==> config.mk <==
export PLATFORM = sky130hd
export DESIGN_NAME = controller_seq
export DESIGN_NICKNAME = d
export VERILOG_FILES = /design/src/rtl/controller_pkg.sv /design/src/rtl/controller_op_decode.sv /design/src/rtl/controller_seq.sv
export SDC_FILE = /design/constraint.sdc
export NUM_CORES = 1
export LEC_CHECK = 0
export BUFFER_PORTS_ARGS = -buffer_cell sky130_fd_sc_hd__buf_2
export CAP_MARGIN = 30
export CORE_UTILIZATION = 30
export CTS_BUF_LIST = sky130_fd_sc_hd__clkbuf_2 sky130_fd_sc_hd__clkbuf_4 sky130_fd_sc_hd__clkbuf_8
export CTS_CLUSTER_SIZE = 10
export DETAILED_ROUTE_END_ITERATION = 10
export SLEW_MARGIN = 20
export SYNTH_ARGS = -nofsm -noshare
export SYNTH_HDL_FRONTEND = slang
export SYNTH_SLANG_ARGS = --single-unit
export TNS_END_PERCENT = 10
==> constraint.sdc <==
create_clock -name clk -period 5.1 [get_ports clk]
set_clock_uncertainty 0.15 [all_clocks]
set_input_delay 1.53 -clock clk [delete_from_list [all_inputs] [get_ports clk]]
set_output_delay 1.53 -clock clk [all_outputs]
set_load 0.1 [all_outputs]
==> src/rtl/controller_pkg.sv <==
// Shared constants for the phase-driven instruction-cycle controller.
// Holds the phase encodings, the VeriRISC opcode values and the bit
// positions of the nine datapath strobes inside the packed control word.
package controller_pkg;

  localparam logic [2:0] PH_INST_ADDR  = 3'd0;
  localparam logic [2:0] PH_INST_FETCH = 3'd1;
  localparam logic [2:0] PH_INST_LOAD  = 3'd2;
  localparam logic [2:0] PH_IDLE       = 3'd3;
  localparam logic [2:0] PH_OP_ADDR    = 3'd4;
  localparam logic [2:0] PH_OP_FETCH   = 3'd5;
  localparam logic [2:0] PH_ALU_OP     = 3'd6;
  localparam logic [2:0] PH_STORE      = 3'd7;

  localparam logic [2:0] OP_HLT = 3'd0;
  localparam logic [2:0] OP_SKZ = 3'd1;
  localparam logic [2:0] OP_ADD = 3'd2;
  localparam logic [2:0] OP_AND = 3'd3;
  localparam logic [2:0] OP_XOR = 3'd4;
  localparam logic [2:0] OP_LDA = 3'd5;
  localparam logic [2:0] OP_STO = 3'd6;
  localparam logic [2:0] OP_JMP = 3'd7;

  // Control word layout, MSB first: {sel,rd,ld_ir,halt,inc_pc,ld_ac,ld_pc,wr,data_e}
  localparam int CW_W      = 9;
  localparam int CW_SEL    = 8;
  localparam int CW_RD     = 7;
  localparam int CW_LD_IR  = 6;
  localparam int CW_HALT   = 5;
  localparam int CW_INC_PC = 4;
  localparam int CW_LD_AC  = 3;
  localparam int CW_LD_PC  = 2;
  localparam int CW_WR     = 1;
  localparam int CW_DATA_E = 0;

endpackage

==> src/rtl/controller_op_decode.sv <==
// Combinational opcode classifier.
// Ports:
//   opcode_i  - IR opcode field, OPCODE_W bits
//   halt_o    - HLT instruction
//   skz_o     - skip-if-zero instruction
//   aluop_o   - ADD/AND/XOR/LDA (reads memory operand, loads AC)
//   sto_o     - store AC to memory
//   jmp_o     - jump
//   illegal_o - opcode value 8 or above; all class outputs forced low
module controller_op_decode
  import controller_pkg::*;
#(
  parameter int OPCODE_W = 3
) (
  input  logic [OPCODE_W-1:0] opcode_i,
  output logic                halt_o,
  output logic                skz_o,
  output logic                aluop_o,
  output logic                sto_o,
  output logic                jmp_o,
  output logic                illegal_o
);

  // Zero-extend so the >=8 test also works when OPCODE_W is exactly 3.
  logic [31:0] op_ext;
  assign op_ext = 32'(opcode_i);

  always_comb begin
    halt_o    = 1'b0;
    skz_o     = 1'b0;
    aluop_o   = 1'b0;
    sto_o     = 1'b0;
    jmp_o     = 1'b0;
    illegal_o = (op_ext > 32'd7);
    if (!illegal_o) begin
      case (op_ext[2:0])
        OP_HLT:                         halt_o  = 1'b1;
        OP_SKZ:                         skz_o   = 1'b1;
        OP_ADD, OP_AND, OP_XOR, OP_LDA: aluop_o = 1'b1;
        OP_STO:                         sto_o   = 1'b1;
        OP_JMP:                         jmp_o   = 1'b1;
        default:                        ;
      endcase
    end
  end

endmodule

==> src/rtl/controller_seq.sv <==
// Phase-driven VeriRISC controller with internal 8-phase counter,
// memory wait states, resumable halt and sticky illegal-opcode flag.
// Ports:
//   clk, rst         - clock (rising edge), async active-high reset
//   opcode           - IR opcode field, stable from phase 3 onward
//   zero             - accumulator zero flag
//   mem_rdy          - completes a memory-access phase
//   resume           - leave the halted state
//   sel..data_e      - datapath strobes, combinational from phase/opcode/zero
//   phase            - current phase 0..7
//   halted           - frozen in halt
//   illegal_op       - sticky illegal-opcode indication
//
// phase | meaning
// 0     | INST_ADDR  : PC onto address bus
// 1     | INST_FETCH : instruction read (memory access)
// 2     | INST_LOAD  : load IR
// 3     | IDLE       : IR settles
// 4     | OP_ADDR    : PC increment, halt decision
// 5     | OP_FETCH   : operand read (memory access for ALU ops)
// 6     | ALU_OP     : ALU / skip / jump
// 7     | STORE      : AC load or memory write (memory access for STO)
// halted_q overlays phase 4 while frozen.
module controller_seq
  import controller_pkg::*;
#(
  parameter int OPCODE_W    = 3,
  parameter int WAIT_STATES = 0
) (
  input  logic                clk,
  input  logic                rst,
  input  logic [OPCODE_W-1:0] opcode,
  input  logic                zero,
  input  logic                mem_rdy,
  input  logic                resume,
  output logic                sel,
  output logic                rd,
  output logic                ld_ir,
  output logic                halt,
  output logic                inc_pc,
  output logic                ld_ac,
  output logic                ld_pc,
  output logic                wr,
  output logic                data_e,
  output logic [2:0]          phase,
  output logic                halted,
  output logic                illegal_op
);

  localparam logic [3:0] WS = 4'(WAIT_STATES);

  logic [2:0]      phase_q;
  logic [3:0]      wait_cnt_q;
  logic            halted_q;
  logic            illegal_q;
  logic            dec_halt, dec_skz, dec_aluop, dec_sto, dec_jmp, dec_illegal;
  logic            mem_phase;
  logic [CW_W-1:0] cw;

  controller_op_decode #(.OPCODE_W(OPCODE_W)) u_op_decode (
    .opcode_i  (opcode),
    .halt_o    (dec_halt),
    .skz_o     (dec_skz),
    .aluop_o   (dec_aluop),
    .sto_o     (dec_sto),
    .jmp_o     (dec_jmp),
    .illegal_o (dec_illegal)
  );

  assign mem_phase = (phase_q == PH_INST_FETCH)
                   | ((phase_q == PH_OP_FETCH) & dec_aluop)
                   | ((phase_q == PH_STORE)    & dec_sto);

  always_ff @(posedge clk or posedge rst) begin
    if (rst) begin
      phase_q    <= PH_INST_ADDR;
      wait_cnt_q <= 4'd0;
      halted_q   <= 1'b0;
      illegal_q  <= 1'b0;
    end else if (halted_q) begin
      if (resume) begin
        halted_q <= 1'b0;
        phase_q  <= PH_OP_FETCH;
      end
    end else begin
      if ((phase_q == PH_OP_ADDR) && dec_illegal)
        illegal_q <= 1'b1;
      if ((phase_q == PH_OP_ADDR) && dec_halt) begin
        halted_q <= 1'b1;
      end else if (!mem_phase || ((wait_cnt_q == WS) && mem_rdy)) begin
        phase_q    <= phase_q + 3'd1;
        wait_cnt_q <= 4'd0;
      end else if (wait_cnt_q != WS) begin
        wait_cnt_q <= wait_cnt_q + 4'd1;
      end
    end
  end

  always_comb begin
    cw = '0;
    if (halted_q) begin
      // PC frozen: only the halt indication survives.
      cw[CW_HALT] = 1'b1;
    end else begin
      case (phase_q)
        PH_INST_ADDR:  cw[CW_SEL] = 1'b1;
        PH_INST_FETCH: begin
          cw[CW_SEL] = 1'b1;
          cw[CW_RD]  = 1'b1;
        end
        PH_INST_LOAD, PH_IDLE: begin
          cw[CW_SEL]   = 1'b1;
          cw[CW_RD]    = 1'b1;
          cw[CW_LD_IR] = 1'b1;
        end
        PH_OP_ADDR: begin
          cw[CW_HALT]   = dec_halt;
          cw[CW_INC_PC] = 1'b1;
        end
        PH_OP_FETCH: cw[CW_RD] = dec_aluop;
        PH_ALU_OP: begin
          cw[CW_RD]     = dec_aluop;
          cw[CW_INC_PC] = dec_skz & zero;
          cw[CW_LD_PC]  = dec_jmp;
          cw[CW_DATA_E] = dec_sto;
        end
        default: begin
          cw[CW_RD]     = dec_aluop;
          cw[CW_LD_AC]  = dec_aluop;
          cw[CW_LD_PC]  = dec_jmp;
          cw[CW_WR]     = dec_sto;
          cw[CW_DATA_E] = dec_sto;
        end
      endcase
    end
  end

  assign sel        = cw[CW_SEL];
  assign rd         = cw[CW_RD];
  assign ld_ir      = cw[CW_LD_IR];
  assign halt       = cw[CW_HALT];
  assign inc_pc     = cw[CW_INC_PC];
  assign ld_ac      = cw[CW_LD_AC];
  assign ld_pc      = cw[CW_LD_PC];
  assign wr         = cw[CW_WR];
  assign data_e     = cw[CW_DATA_E];
  assign phase      = phase_q;
  assign halted     = halted_q;
  assign illegal_op = illegal_q;

endmodule

==> metrics.md, run 1 <==
| Metric | Value |
|---|---|
| Total of warnings raised by yosys | 0 |
| Post-synth ARST share | 1.00 |
| Number of design rule violations left after detail routing | 0 |
| Hold WC Path Type | reg -> reg |
| Flip-flop and latch count after synthesis | 9 |
| Instance count after placement with tap cells included | 126 |
| Last weighted congestion value of the routability-driven placer | 0.809 |
| Initial DRC Count | 8 |
| Sum of overflow across all layers after global routing | 0 |
| Count of pins on the block boundary | 22 |
| Via count of the first global-routing pass | 610 |
| Total of buffers placed on input and output ports | 21 |
| Area Growth Syn to Fin | 26.1% |
| Area of the mapped netlist | 752 sq um |
| Length in cells of the worst reg-to-reg path | 6 |
| Antenna diode instance count | 0 |
| Clock network latency to the later pin of the worst-skew pair | around 0.26 ns |
| CTS Sinks | 9 |
| Number of inserted filler cells in the final layout | 229 |
| Outcome | finished clean |
| Non-filler cells in the finished layout | 130 |
| Final critical delay including setup and external delays | 4.52 ns |
| Routed vias | 659 |
| Die Width | 52.1 um |
| Share of the yosys chip area belonging to registers | 0.300 |
| Most frequently used flop master after synthesis | dfrtp_1 |
| Depth of the worst hold-timing path | 1 |
| Post-CTS setup-driven buffer insertion count | 0 |
| Core footprint | 2300 sq um |
| Fraction of synthesized cell area taken by the top area cell type | 0.300 |
| Max_slew headroom | 0.583 |
| CP Data Arrival Time | 2.84 ns |
| First-pass GRT wire length | 2.70 mm |
| Setup repair after global routing missed its margin | no |
| Detailed Place HPWL | around 1.3 mm |
| Via density per instance | ~5.1 |
| Final design area excluding fillers | 948 sq um |
| Routed length per placed instance | 13.0 um |
| Root Buffer | clkbuf_4 |
| Leading post-synthesis cells by cell area | dfrtp_1 30%, ha_1 15%, a21oi_1 4.7% |
| Number of unique standard cell types used by synthesis | 40 |
| Antenna-violating nets left | 0 |
| Starting density of the core | 0.327 |
| Total area of multi-input combinational cells | 515 sq um |
| Height of the die | 52.1 um |
| Placement Cell Area | 918 sq um |
| Length of the first detailed-routing pass in iterations | 4 |
| Clock transition at path regs | ~0.06 ns |
| Share of post-route cells with drive strength above 1 | 0.392 |
| Area taken by flip-flops and latches | between 200 and 250 sq um |
| CTS H-tree depth | 1 |
| Number of synthesized flops with an enable pin | 0 |
| Cts repair resizes | 0 |
| Net count of the mapped netlist | 95 |
| Number of max-slew violations in the final report | 0 |
| Hold buffer count at CTS | 0 |
| Final #Nets | 120 |
| Type of the worst setup path | in -> out |
| Share of the cycle needed by the critical path after routing | 0.887 |
| Floorplan row count | 17 |
| Fmax | 0.221 GHz |
| Critical Path RT | 3.42 ns |
| Crit. End Element | output pin |
| CTS Buf Count | 3 |
| Number of antenna violations at the first check in global routing | 0 |
| Count of endpoints failing hold in the final timing report | 0 |
| GRT Util Overall | 0.133 |
| CTS Buffer Depth | 2 |
| Transition at the pin with the smallest max-transition slack | 0.625 ns |
| Count of mapped cells out of synthesis | 78 |
| Critical Path Source Type | input pin |
| Average cell area after synthesis | just under 10 sq um |
| Total of max-cap violations | 0 |
| Die area | 2710 sq um |
| Pin count of the biggest net entering global routing | 16 |
| Number of setup violations in the final report | 0 |
| Biggest fanout along the worst timing path | 5 |
| Clock tree from TritonCTS | built |
| Post-synth top area cell | dfrtp_1 |
| Overall routed net length | 1.69 mm |
-- stage by stage --
step	hold slack, ns	setup TNS, ns	util	worst slack (ns)
after global routing	0.364	0	0.413	0.474
after detailed placement	0.325	0	0.400	0.596
after global placement	0.321	0	0.400	0.620
after CTS	0.340	0	0.413	0.588
after floorplan	0.373	-1.16	-	-0.312
final	0.335	0	0.413	0.578
-- kinds of logic after synthesis --
kind of cell | Yosys count | share of synthesized area
adder cells (fa/ha/maj) | 9 | 0.150
AO/OA/AOI/OAI | 18 | 0.173
buffers and inverters | 11 | 0.0549
flip-flops | 9 | 0.300
AND/OR/NAND/NOR | 26 | 0.250
multiplexers | 4 | 0.0616
XOR/XNOR | 1 | 0.0116
-- per-layer routing --
| metal | GRT usage | wire, um | vias up |
|---|---|---|---|
| li1 | - | - | 330 |
| met1 | 0.187 | 825 | 316 |
| met2 | 0.205 | 789 | 13 |
| met3 | 0.0234 | 70 | 0 |
| met4 | 0.0360 | 0 | 0 |
| met5 | 0 | 0 | - |
-- cell type report --
type | instances | share of cell area
multi-input combinational | 58 | 0.544
clock buffer | 4 | 0.0317
timing repair buffer | 21 | 0.111
inverter | 10 | 0.0396
tap | 28 | 0.0369
sequential | 9 | 0.237
-- final timing paths --
kind,start,to,slack (ns)
worst min register to register,illegal_op$_DFFE_PP0P_,illegal_op$_DFFE_PP0P_,0.33
worst max-delay path,opcode[1],inc_pc,0.58
max in group asynchronous,rst,wait_cnt_q[2]$_DFFE_PP0P_,3.49
worst min-delay path,illegal_op$_DFFE_PP0P_,illegal_op$_DFFE_PP0P_,0.33
worst max register to register,phase[0]$_DFFE_PP0P_,phase[1]$_DFFE_PP0P_,2.98
min in group asynchronous,rst,phase[0]$_DFFE_PP0P_,1.06
-- cell usage in the layout (no fill, tap or decap), types with 2 or more instances in the layout --
master and count:
inv_1 9, nor3_1 2, ha_1 9, and2_1 2, a21oi_1 7, nor4_2 4
mux2i_1 2, nor2_1 3, dfrtp_1 9, clkbuf_4 4, buf_2 21, nor3b_2 2
-- worst max-delay path, stage by stage --
cell and delay (ns):
buf_2 0.12, ha_1 0.21, nand4b_1 0.16, nor3_1 0.15
nor2_1 0.07, nor4_2 0.13, buf_2 0.46
-- flip-flops by register name, indices dropped and copies added (netlist names) --
| name | cells |
|---|---|
| wait_cnt_q | 4 |
| phase | 3 |
| halted | 1 |
| illegal_op | 1 |
-- Yosys cell counts (2+ instances only) --
library cell	instances
ha_1	9
inv_1	9
nor3_1	2
nor4_1	4
nor2_1	3
and2_1	2
mux2i_1	2
a21oi_1	7
dfrtp_1	9
Power of run 1 is not shown: default switching activity piles up to over one toggle a cycle in this logic, so the estimate is an artifact.
==> run 2: changes to the inputs <==
--- a/config.mk
+++ b/config.mk
@@ -14,5 +14,6 @@
 export SLEW_MARGIN = 20
 export SYNTH_ARGS = -nofsm -noshare
 export SYNTH_HDL_FRONTEND = slang
+export SYNTH_HIERARCHICAL = 1
 export SYNTH_SLANG_ARGS = --single-unit
 export TNS_END_PERCENT = 10
==> metrics.md, run 2 <==
| Metric | Value |
|---|---|
| Outcome | finished clean |
| Met2 Use GR | 0.218 (+0.0128) |
| Number of max-slew violations in the final report | 0 (unchanged) |
| Count of pins on the block boundary | 22 (unchanged) |
| Number of unique standard cell types used by synthesis | 36 (-10%) |
| Height of the die | 52.3 um (+0.40%) |
| Area share of and/or/nand/nor cells after synthesis | 0.226 (-0.0235) |
| Count of mapped cells out of synthesis | 82 (+5.1%) |
| Minimum hold slack | 0.322 ns (-0.0131 ns) |
| Via count of the first global-routing pass | 577 (-5.4%) |
| Total area of multi-input combinational cells | 484 sq um (-6.1%) |
| Most frequent standard cell in the layout excluding fill and tap cells | buf_2 |
| Adder and majority gate portion of the synthesized area | 0.132 (-0.0177) |
| Clock transition at path regs | 0.06 ns (about the same) |
| Number of setup violations in the final report | 0 (unchanged) |
| Most frequently used flop master after synthesis | dfrtp_1 |
| Total of buffers placed on input and output ports | 21 (unchanged) |
| Routed length per placed instance | 11.3 um (-13%) |
| Net count of the mapped netlist | 98 (+3.2%) |
| Share of the yosys chip area belonging to registers | 0.297 (-0.00247) |
| Final design area excluding fillers | 917 sq um (-3.3%) |
| Met3 usage in global routing | 0.0174 (-0.00600) |
| Hold buffer count at CTS | 0 (unchanged) |
| Number of design rule violations left after detail routing | 0 (unchanged) |
| Number of antenna violations at the first check in global routing | 0 (unchanged) |
| Detailed Place HPWL | 1.17 mm (-11%) |
| Routed vias | 656 (-0.46%) |
| CTS Buf Count | 3 (unchanged) |
| CTS H-tree depth | 1 (unchanged) |
| Most instantiated library cell after synthesis | inv_1 |
| Count of endpoints failing hold in the final timing report | 0 (unchanged) |
| Length of the first detailed-routing pass in iterations | 2 (-2) |
| Post-synthesis mux area share | 0.0479 (-0.0137) |
| Setup repair after global routing missed its margin | no |
| Transition at the pin with the smallest max-transition slack | 0.503 ns (-0.122 ns) |
| Share of post-route cells with drive strength above 1 | 0.356 (-0.0364) |
| Post-Route Setup TNS | 0 ns (unchanged) |
| Clock network latency to the later pin of the worst-skew pair | 0.26 ns (about the same) |
| Sum of overflow across all layers after global routing | 0 (unchanged) |
| Overall routed net length | 1.49 mm (-12%) |
| Floorplan row count | 17 (unchanged) |
| Critical Path RT | 3.42 ns (about the same) |
| Critical Path Source Type | input pin |
| Length in cells of the worst reg-to-reg path | 5 (-1) |
| Area of the mapped netlist | 758 sq um (+0.83%) |
| CTS Buffer Depth | 2 (unchanged) |
| Share of the cycle needed by the critical path after routing | 0.861 (-0.0259) |
| Fraction of synthesized cell area taken by the top area cell type | 0.297 (-0.00247) |
| Crit. End Element | output pin |
| Max_slew headroom | 0.665 (+0.0811) |
| Depth of the worst hold-timing path | 1 (unchanged) |
| Post-CTS setup-driven buffer insertion count | 0 (unchanged) |
| Post-synth top area cell | dfrtp_1 |
| Synthesized-area fraction occupied by ao, oa, aoi and oai cells | 0.196 (+0.0233) |
| Core footprint | 2300 sq um (unchanged) |
| Antenna diode instance count | 0 (unchanged) |
| First-pass GRT wire length | 2.40 mm (-11%) |
| Area Growth Syn to Fin | 21.0% |
| Number of flip-flops in the largest register | 4 (unchanged) |
| Cts repair resizes | 0 (unchanged) |
| Final critical delay including setup and external delays | 4.39 ns (-0.132 ns) |
| CTS Sinks | 9 (unchanged) |
| CP Data Arrival Time | 2.71 ns (-0.13 ns) |
| Total of warnings raised by yosys | 6 (+6) |
| GRT Util Overall | 0.122 (-0.0104) |
| Die Width | 52.3 um (+0.40%) |
| Antenna-violating nets left | 0 (unchanged) |
| Commonest cells in the netlist | 10 x inv_1, 9 x dfrtp_1, 8 x a21oi_1, 8 x ha_1 |
| Initial DRC Count | 10 (+2) |
| Post-synth ARST share | 1.00 (unchanged) |
| Via density per instance | 4.97 (-2.0%) |
| Pin count of the biggest net entering global routing | 14 (-2) |
| Fmax | 0.228 GHz (+3.0%) |
| Leading post-synthesis cells by cell area | dfrtp_1 30%, ha_1 13%, a21oi_1 5.3% |
| Flip-flop and latch count after synthesis | 9 (unchanged) |
| Clock tree from TritonCTS | built |
| Post-synthesis xor/xnor area fraction | 0.0116 (-0.0000961) |
| Commonest cells after routing, fill and taps aside | 21 x buf_2, 10 x inv_1, 9 x dfrtp_1 |
| Biggest fanout along the worst timing path | 7 (+2) |
| Top reg by flops | wait_cnt_q |
| Average cell area after synthesis | 9.25 sq um (-4.1%) |
| Number of inserted filler cells in the final layout | 243 (+6.1%) |
| Type of the worst setup path | in -> out |
| Last weighted congestion value of the routability-driven placer | 0.716 (-11%) |
| Number of synthesized flops with an enable pin | 0 (unchanged) |
| Utilization after layout | 0.399 (-0.0136) |
| Final #Nets | 121 (+0.83%) |
| Die area | 2730 sq um (+0.81%) |
| Placement Cell Area | 887 sq um (-3.4%) |
| Area taken by flip-flops and latches | 225 sq um (unchanged) |
| Peak-usage layer in the global routing report | met2 |
| Total of max-cap violations | 0 (unchanged) |
| Main combinational cell family by area after synthesis | simple AND/OR/NAND/NOR gates |
| Starting density of the core | 0.330 (+0.00272) |
| Root Buffer | clkbuf_4 |
| Hold WC Path Type | reg -> reg |
| Global routing usage on met1 | 0.133 (-0.0535) |
[run 2: worst max-delay path: stages]
cell and delay [ns]:
buf_2 0.13, nor3_1 0.34, a31oi_4 0.18, inv_1 0.10, buf_2 0.42
[run 2: area by class of cell]
class | count | share of cell area
Multi-Input combinational cell | 60 | 0.528
Sequential cell | 9 | 0.246
Timing Repair Buffer | 21 | 0.115
Inverter | 10 | 0.0409
Tap cell | 28 | 0.0382
Clock buffer | 4 | 0.0327
[run 2: kinds of logic after synthesis]
kind of cell,count (synthesis)
buffers and inverters,13
flip-flops,9
adder cells (fa/ha/maj),8
multiplexers,3
XOR/XNOR,1
AND/OR/NAND/NOR,27
other,1
AO/OA/AOI/OAI,20
[run 2: final timing paths]
path / endpoint / slack (ns) / from
setup / recovery: halt / 0.71 / opcode[2]
hold / removal: illegal_op$_DFFE_PP0P_ / 0.32 / illegal_op$_DFFE_PP0P_
setup reg to reg: phase[1]$_DFFE_PP0P_ / 3.07 / phase[0]$_DFFE_PP0P_
hold reg to reg: illegal_op$_DFFE_PP0P_ / 0.32 / illegal_op$_DFFE_PP0P_
max in group asynchronous: wait_cnt_q[2]$_DFFE_PP0P_ / 3.48 / rst
min in group asynchronous: halted$_DFF_PP0_ / 1.07 / rst
[run 2: per-layer routing]
layer | share of wire | vias up
met3 | 0.048 | 3
li1 | - | 332
met1 | 0.46 | 301
met5 | 0 | -
met4 | 0.020 | 0
met2 | 0.47 | 20
[run 2: stage by stage]
stage	setup slack (ns)	std cells
floorplan	0.147	82
global placement	0.712	128
detailed placement	0.716	128
CTS	0.687	132
global route	0.635	132
finish	0.710	132
Power of run 2 is left out for the same reason.
